File: src/rtl/program_loader.sv
// Load-run-fetch sequencer: streams instruction words into the unified memory, kicks the core,
// then reads back the answer word. Optional RUN watchdog is enabled by defining RUN_TIMEOUT_EN.
module program_loader #(
  parameter int ADDR_W      = 5,
  parameter int DATA_W      = 32,
  parameter int RESULT_ADDR = 31,
  parameter int TIMEOUT_CYC = 1024
) (
  input  logic              clk,
  input  logic              rst_n,
  input  logic              start,
  input  logic [ADDR_W-1:0] base_addr,
  input  logic [ADDR_W:0]   count,
  input  logic              in_valid,
  input  logic [DATA_W-1:0] in_data,
  output logic              in_ready,
  output logic              write_ins,
  output logic [ADDR_W-1:0] ins_address,
  output logic [DATA_W-1:0] ins,
  output logic              cpu_start,
  input  logic              cpu_done,
  output logic [ADDR_W-1:0] result_add,
  input  logic [DATA_W-1:0] resultado_out,
  output logic [DATA_W-1:0] result,
  output logic              result_valid,
  output logic              busy,
  output logic              error
);

  typedef enum logic [2:0] {
    S_IDLE,
    S_LOAD,
    S_SETUP,
    S_STROBE,
    S_START,
    S_RUN,
    S_FETCH,
    S_DONE
  } state_t;

  localparam logic [ADDR_W:0]   MAX_COUNT = (ADDR_W + 1)'(2 ** ADDR_W);
  localparam logic [ADDR_W-1:0] RES_ADDR  = ADDR_W'(RESULT_ADDR);

  state_t            state;
  logic [ADDR_W:0]   idx;
  logic [ADDR_W:0]   count_q;
  logic [ADDR_W-1:0] base_q;
  logic [ADDR_W:0]   idx_next;
  logic [ADDR_W:0]   count_sat;

`ifdef RUN_TIMEOUT_EN
  localparam int TW = $clog2(TIMEOUT_CYC + 1);
  logic [TW-1:0] run_cyc;
`endif

  // idx is one bit wider than the address so a full 2**ADDR_W word load can terminate.
  assign idx_next  = idx + (ADDR_W + 1)'(1);
  assign count_sat = (count > MAX_COUNT) ? MAX_COUNT : count;

  always_ff @(posedge clk or negedge rst_n) begin
    if (!rst_n) begin
      state        <= S_IDLE;
      idx          <= '0;
      count_q      <= '0;
      base_q       <= '0;
      in_ready     <= 1'b0;
      write_ins    <= 1'b0;
      ins_address  <= '0;
      ins          <= '0;
      cpu_start    <= 1'b0;
      result_add   <= RES_ADDR;
      result       <= '0;
      result_valid <= 1'b0;
      busy         <= 1'b0;
      error        <= 1'b0;
`ifdef RUN_TIMEOUT_EN
      run_cyc      <= '0;
`endif
    end else begin
      case (state)
        S_IDLE: begin
          if (start) begin
            busy    <= 1'b1;
            error   <= 1'b0;
            base_q  <= base_addr;
            count_q <= count_sat;
            idx     <= '0;
            if (count_sat == '0) begin
              cpu_start <= 1'b1;
              state     <= S_START;
            end else begin
              in_ready <= 1'b1;
              state    <= S_LOAD;
            end
          end
        end

        // ins/ins_address only move here, so they settle a full cycle before the strobe.
        S_LOAD: begin
          if (in_valid) begin
            ins         <= in_data;
            ins_address <= base_q + idx[ADDR_W-1:0];
            in_ready    <= 1'b0;
            state       <= S_SETUP;
          end
        end

        S_SETUP: begin
          write_ins <= 1'b1;
          state     <= S_STROBE;
        end

        S_STROBE: begin
          write_ins <= 1'b0;
          idx       <= idx_next;
          if (idx_next == count_q) begin
            cpu_start <= 1'b1;
            state     <= S_START;
          end else begin
            in_ready <= 1'b1;
            state    <= S_LOAD;
          end
        end

        S_START: begin
          cpu_start <= 1'b0;
          state     <= S_RUN;
`ifdef RUN_TIMEOUT_EN
          run_cyc   <= TW'(1);
`endif
        end

        // run_cyc counts cycles since cpu_start rose; the watchdog fires TIMEOUT_CYC cycles after it.
        S_RUN: begin
          if (cpu_done) begin
            state <= S_FETCH;
`ifdef RUN_TIMEOUT_EN
          end else if (run_cyc >= TW'(TIMEOUT_CYC - 1)) begin
            error <= 1'b1;
            state <= S_FETCH;
          end else begin
            run_cyc <= run_cyc + TW'(1);
`endif
          end
        end

        S_FETCH: begin
          result_add   <= RES_ADDR;
          result       <= resultado_out;
          result_valid <= 1'b1;
          state        <= S_DONE;
        end

        S_DONE: begin
          result_valid <= 1'b0;
          busy         <= 1'b0;
          state        <= S_IDLE;
        end

        default: begin
          state <= S_IDLE;
        end
      endcase
    end
  end

endmodule

File: config.mk
export PLATFORM = sky130hd
export DESIGN_NAME = program_loader
export DESIGN_NICKNAME = d
export VERILOG_FILES = /design/src/rtl/program_loader.sv
export SDC_FILE = /design/constraint.sdc
export NUM_CORES = 1
export LEC_CHECK = 0
export CORE_MARGIN = 8
export CORE_UTILIZATION = 45
export CTS_BUF_LIST = sky130_fd_sc_hd__clkbuf_4 sky130_fd_sc_hd__clkbuf_8
export DETAILED_ROUTE_END_ITERATION = 10
export DONT_BUFFER_PORTS = 1
export PLACE_DENSITY = 0.6
export SLEW_MARGIN = 10
export SYNTH_ARGS = -nofsm -noshare
export SYNTH_HDL_FRONTEND = slang
export SYNTH_SLANG_ARGS = --single-unit
File: constraint.sdc
create_clock -name clk -period 2.5 [get_ports clk]
set_input_delay 0.375 -clock clk [delete_from_list [all_inputs] [get_ports clk]]
set_output_delay 0.375 -clock clk [all_outputs]
set_load 0.005 [all_outputs]
==> run_results.csv, run 1 <==
group,metric,value,unit
outcome,status,"finished, violations left",
outcome,violations,"negative hold slack",
pwr,p_leak,2.12,nW
timing,rsz0062_at_grt,"no",
finish,antenna_cells,0,
placed_design,finalWeightedCongestion,0.853,
pwr,p_total,5.42,mW
finish,drive_gt1_share,14.1,%
timing,worst_slew_pin_slew,0.535,ns
synth,synth_edf_count,0,
finish,multi_input_area,0.00159,mm2
synth,synth-seq-cells,94,
clock_tree,cts_tree,"built",
route,vias,2671,
clock_tree,clock_path_buffers,2,
finish,fin_area,0.00436,mm2
die,die-area,0.0124,mm2
die,core.rowCount,34,
grt,gr-total-overflow,0,
clock_tree,cts_root_buffer,"clkbuf_8",
clock_tree,clock_sinks,94,
worst_hold_path,min_path_type,"in -> async",
route,drt_wl_total,9.24,mm
clock_tree,post_cts_buffers,0,
synth,synth-async-reset-ratio,100,%
route,drtAntennaViolNets,0,
die,fp.coreArea,0.00876,mm2
die,die_h,111,um
setup_path,worst_ep_required_time,2.74,ns
grt,grt_max_degree,95,
placed_design,place_area,0.00414,mm2
route,viasPerCell,5.30,
finish,syn_to_final_growth,6.77,%
timing,holdWs,-0.289,ns
grt,antenna_found_initial,0,
finish,area.sequential,0.00235,mm2
clock_tree,path_clk_slew,0.09,ns
timing,fin_tns_setup,0,ns
synth,yosys_most_used_dff,"dfrtp_1",
setup_path,cp.arrival,2.19,ns
synth,syn_avg_cell_area,10.2,um2
timing,clock.fmax,515,MHz
clock_tree,cts_resized,0,
pwr,p_per_area,1240,mW/mm2
finish,num-fill-cells,800,
die,die_x,111,um
pwr,ir_drop,389,uV
setup_path,cp_max_fo,9,
timing,drv_slew,0,
timing,hold_violations,94,
synth,seq_area_frac_synth,57.6,%
clock_tree,numCtsBuffers,9,
synth,synth.distinct_cells,46,
clock_tree,cts_htree_levels,3,
synth,syn_inst,400,
grt,grt_pass1_wl,14.8,mm
route,wire_per_inst,18.3,um
timing,setup_viol,0,
route,first_pass_iters,4,
clock_tree,clk_latency,0.35,ns
placed_design,io_buffers,0,
grt,grt_pass1_vias,2706,
setup_path,crit_path_end_kind,"flop",
die,start_util,46.6,%
synth,yosysWarnings,0,
route,drcViolationCount,0,
timing,slew_headroom,64.4,%
synth,netlist_area,0.00409,mm2
timing,fin_crit_sh,77.7,%
route,drt_iter0_drc,215,
die,ios,160,
setup_path,crit_type,"reg -> reg",
timing,period_minus_slack,1.94,ns
finish,fin_nets,477,
grt,grt.total_usage,14.6,%
timing,finalClockSkew,0.0108,ns
setup_path,cp-start-kind,"flop",
placed_design,dp_hpwl,6.79,mm
run,drv_cap,0,
==> synth_stat cells, types with 3 or more instances <==
library cell,count,area [um2]
o21ai_0,18,90.1
ha_1,5,62.6
xor2_1,8,70.1
nor2_1,8,30.0
xnor2_1,3,26.3
inv_1,5,18.8
o31ai_1,3,22.5
buf_2,8,40.0
a21oi_1,7,35.0
nand3_1,4,20.0
dfrtp_1,94,2350
nand3b_1,7,52.6
clkbuf_1,11,41.3
nand2_1,142,533
mux2_2,32,360
buf_4,6,45.0
==> flip-flops by register name, indices dropped and copies added, names as in the netlist <==
signal / cells
result: 32
cpu_start: 1
base_q: 5
ins_address: 5
ins: 32
busy: 1
idx: 6
state: 3
write_ins: 1
in_ready: 1
count_q: 6
result_valid: 1
==> kinds of logic (layout without fill, tap and decap cells) <==
group                      count (synthesis)  after routing  share of synthesized area, %
and+or+nand+nor                          183            183                          19.2
DFF                                       94             94                          57.6
AOI/OAI and AO/OA                         38             38                          5.42
muxes                                     33             33                          9.06
buffers and inverters                     33             25                          4.23
xor gates and xnor gates                  11             11                          2.36
adders and majority gates                  6              6                          2.02
other                                      2              6                         0.184
==> where the power goes <==
part	internal [mW]	switching, mW
registers	2.23	0.678
clock network	0.588	0.508
logic	0.666	0.741
total	3.49	1.93
==> worst paths after layout <==
| check | startpoint | to | slack, ns | cells after the start |
|---|---|---|---|---|
| hold reg to reg | base_q[0] | base_q[0] | 0.49 | 2 |
| hold / removal | rst_n | result[10] | -0.29 | 0 |
| min in group clk | in_data[15] | ins[15] | 0.13 | 2 |
| setup reg to reg | idx[0] | state[0] | 0.56 | 6 |
| max in group asynchronous | rst_n | idx[3] | 2.65 | 0 |
| setup / recovery | idx[0] | state[0] | 0.56 | 6 |
==> metrics by stage <==
step                      hold slack (ns)  setup WS (ns)  cells  util, %
final                              -0.289          0.557    504     49.8
after global placement             0.0820          0.571    488     47.2
after CTS                          -0.319          0.563    504     49.8
after detailed placement           0.0820          0.561    488     47.2
after floorplan                    0.0794          0.668    404        -
after global routing               -0.324          0.439    504     49.8
==> critical path, cell delays in order (launching register included) <==
cell,delay (ns)
dfrtp_1,0.47
ha_1,0.36
xor2_1,0.15
a211oi_1,0.21
o311ai_1,0.17
or3_1,0.35
and2_1,0.14
==> routing by layer <==
metal / up-vias / track usage (%) / share of wire, %
li1: 1276 / - / -
met1: 1251 / 18.1 / 42
met2: 130 / 22.3 / 46
met3: 14 / 5.57 / 10
met4: 0 / 5.96 / 1.6
met5: - / 0 / 0
==> final cells by class <==
cell class              count  share of cell area [%]
flip-flops and latches     94                    53.9
multi-input cells         277                    36.5
clock buffers              11                    3.18
well taps                 108                    3.10
clock inverters             5                    1.92
repair buffers              4                   0.975
inverters                   5                   0.430
==> cell usage in the layout, fill, tap and decap left out, types with 3 or more instances in the layout <==
cell / count
a21oi_1: 7
buf_4: 3
clkbuf_8: 9
conb_1: 6
dfrtp_1: 94
ha_1: 5
inv_1: 5
mux2_2: 32
nand2_1: 142
nand3_1: 4
nand3b_1: 7
nor2_1: 8
o21ai_0: 18
o31ai_1: 3
xnor2_1: 3
xor2_1: 8
Power figures use the tool's default switching activity.
==> inputs of run 2 (changes only) <==
clock period = 1.9 ns   (was 2.5 ns; I/O delays follow)
==> run 2 against run 1 <==
The flow still finishes with violations (negative hold slack). Critical path depth unchanged. Sequential power increased by 29%. Fmax increased by 10%. Final cell count up 1.8%. Die area stayed put.
==> run_results.csv, run 2 (synthesis gave the netlist of run 1 again) <==
group,metric,value,unit
grt,grt.total_usage,14.6,%
grt,gr-total-overflow,0,
finish,final_util,50.7,%
timing,fin_crit_sh,92.7,%
finish,area.sequential,0.00235,mm2
worst_hold_path,min_path_type,"in -> async",
timing,setup_viol,0,
finish,fin_nets,487,
setup_path,path_cells,"ha_1 -> xor2_1 -> a211oi_2 -> o311ai_2 -> or3_1 -> and2_1",
setup_path,worst_ep_required_time,2.15,ns
grt,grt_pass1_wl,14.7,mm
clock_tree,cts_root_buffer,"clkbuf_8",
finish,num-fill-cells,830,
clock_tree,clock_sinks,94,
finish,multi_input_area,0.00160,mm2
setup_path,cp.arrival,2.01,ns
die,ios,160,
clock_tree,cts_tree,"built",
finish,final_common_cell,"nand2_1",
finish,antenna_cells,0,
route,drt_iter0_drc,199,
setup_path,crit_type,"reg -> reg",
placed_design,finalWeightedCongestion,0.812,
setup_path,cp-start-kind,"flop",
setup_path,crit_family,"simple AND/OR/NAND/NOR gates",
route,drt_wl_total,9.18,mm
finish,syn_to_final_growth,8.70,%
route,wire_per_inst,17.9,um
grt,grt_max_degree,95,
route,vias,2695,
grt,grt_pass1_vias,2699,
setup_path,path_buf_inv,0,
timing,finalClockSkew,0.0141,ns
outcome,violations,"negative hold slack",
finish,final_cell_mix,"nand2_1 (142), dfrtp_1 (94), mux2_2 (32), o21ai_0 (18), buf_4 (13)",
run,drv_cap,0,
setup_path,r2r-start,"idx[0]",
setup_path,crit_slowest_cell,"dfrtp_1",
clock_tree,clock_path_buffers,2,
finish,top_regs,"ins (32), result (32)",
setup_path,critPathMaxStageDelay,0.40,ns
outcome,status,"finished, violations left",
timing,drv_slew,0,
setup_path,crit_path_end_kind,"flop",
pwr,ir_drop,614,uV
setup_path,cp_max_fo,2,
pwr,p_per_area,1630,mW/mm2
placed_design,placedCellCount,498,
timing,clock.fmax,568,MHz
clock_tree,clk_latency,0.35,ns
die,core.rowCount,34,
grt,antenna_found_initial,0,
clock_tree,numCtsBuffers,9,
route,drcViolationCount,0,
placed_design,dp_hpwl,6.87,mm
timing,fin_tns_setup,0,ns
die,fp.coreArea,0.00876,mm2
clock_tree,cts_htree_levels,3,
route,viasPerCell,5.25,
die,start_util,46.6,%
setup_path,r2r-end,"state[0]",
timing,period_minus_slack,1.76,ns
timing,rsz0062_at_grt,"no",
timing,hold_violations,94,
route,first_pass_iters,4,
die,die-area,0.0124,mm2
setup_path,rrSetupSlack,0.14,ns
pwr,p_total,7.24,mW
finish,fin_cells,513,
placed_design,io_buffers,0,
die,die_h,111,um
setup_path,reg2regPathDepth,6,
pwr,p_leak,2.18,nW
die,die_x,111,um
finish,drive_gt1_share,16.5,%
clock_tree,path_clk_slew,0.09,ns
timing,holdWs,-0.375,ns
route,drtAntennaViolNets,0,
## run 2: changes by cell type in the layout (fill, tap and decap cells not counted)
cell	before	now
a211oi_2	0	1
o311ai_1	1	0
clkbuf_4	2	1
o311ai_2	0	1
buf_4	3	13
clkinv_2	0	1
a211oi_1	1	0
clkinvlp_4	2	0
inv_6	0	1
## run 2: power by group
part / switching, mW / internal [mW]
registers: 0.807 / 2.94
logic: 1.09 / 0.986
clock network: 0.662 / 0.754
total: 2.56 / 4.68
## run 2: worst register-to-register path: stages (launching register included)
cell and delay, ns:
dfrtp_1 0.40, ha_1 0.32, xor2_1 0.15, a211oi_2 0.17
o311ai_2 0.13, or3_1 0.34, and2_1 0.15
## run 2: worst max path at each step
stage / startpoint / endpoint / depth (start not counted)
finish: idx[0] / state[0] / 6
global route: idx[0] / ins_address[4] / 9
CTS: idx[0] / state[0] / 6
global placement: idx[0] / state[0] / 6
floorplan: idx[0] / state[0] / 6
detailed placement: idx[0] / state[0] / 6
## run 2: cell type report
type | instances | share of cell area [%]
clock buffers | 10 | 2.96
clock inverters | 5 | 1.86
inverters | 5 | 0.423
flip-flops and latches | 94 | 53.0
multi-input cells | 277 | 36.1
well taps | 108 | 3.04
repair buffers | 14 | 2.65
## run 2: metrics by stage
step	setup WS, ns	hold WS, ns	area [um2]
2_1_floorplan	0.0676	-0.0106	4100
3_3_place_gp	0.113	-0.00807	4220
3_5_place_dp	0.0578	-0.00801	4220
4_1_cts	0.0533	-0.405	4430
5_1_grt	0.0331	-0.409	4440
6_report	0.138	-0.375	4440
## run 2: what timing repair did
item                       in CTS  in global routing
setup endpoints to repair       0                  3
setup buffers                   0                  0
hold endpoints to repair       94                 94
gates resized for setup         0                  2
## run 2: per-layer routing
| metal | wire [um] | vias up | GRT usage, % |
|---|---|---|---|
| met5 | 0 | - | 0 |
| met4 | 117 | 0 | 4.98 |
| met3 | 934 | 13 | 6.11 |
| met2 | 4290 | 120 | 23.2 |
| met1 | 3840 | 1265 | 17.5 |
| li1 | - | 1297 | - |
==> inputs of run 3 (changes only) <==
CTS_CLUSTER_SIZE = 14   (was default)
==> results of run 3 <==
Same layout as run 2: the final DEF is identical, and so are final timing and power.
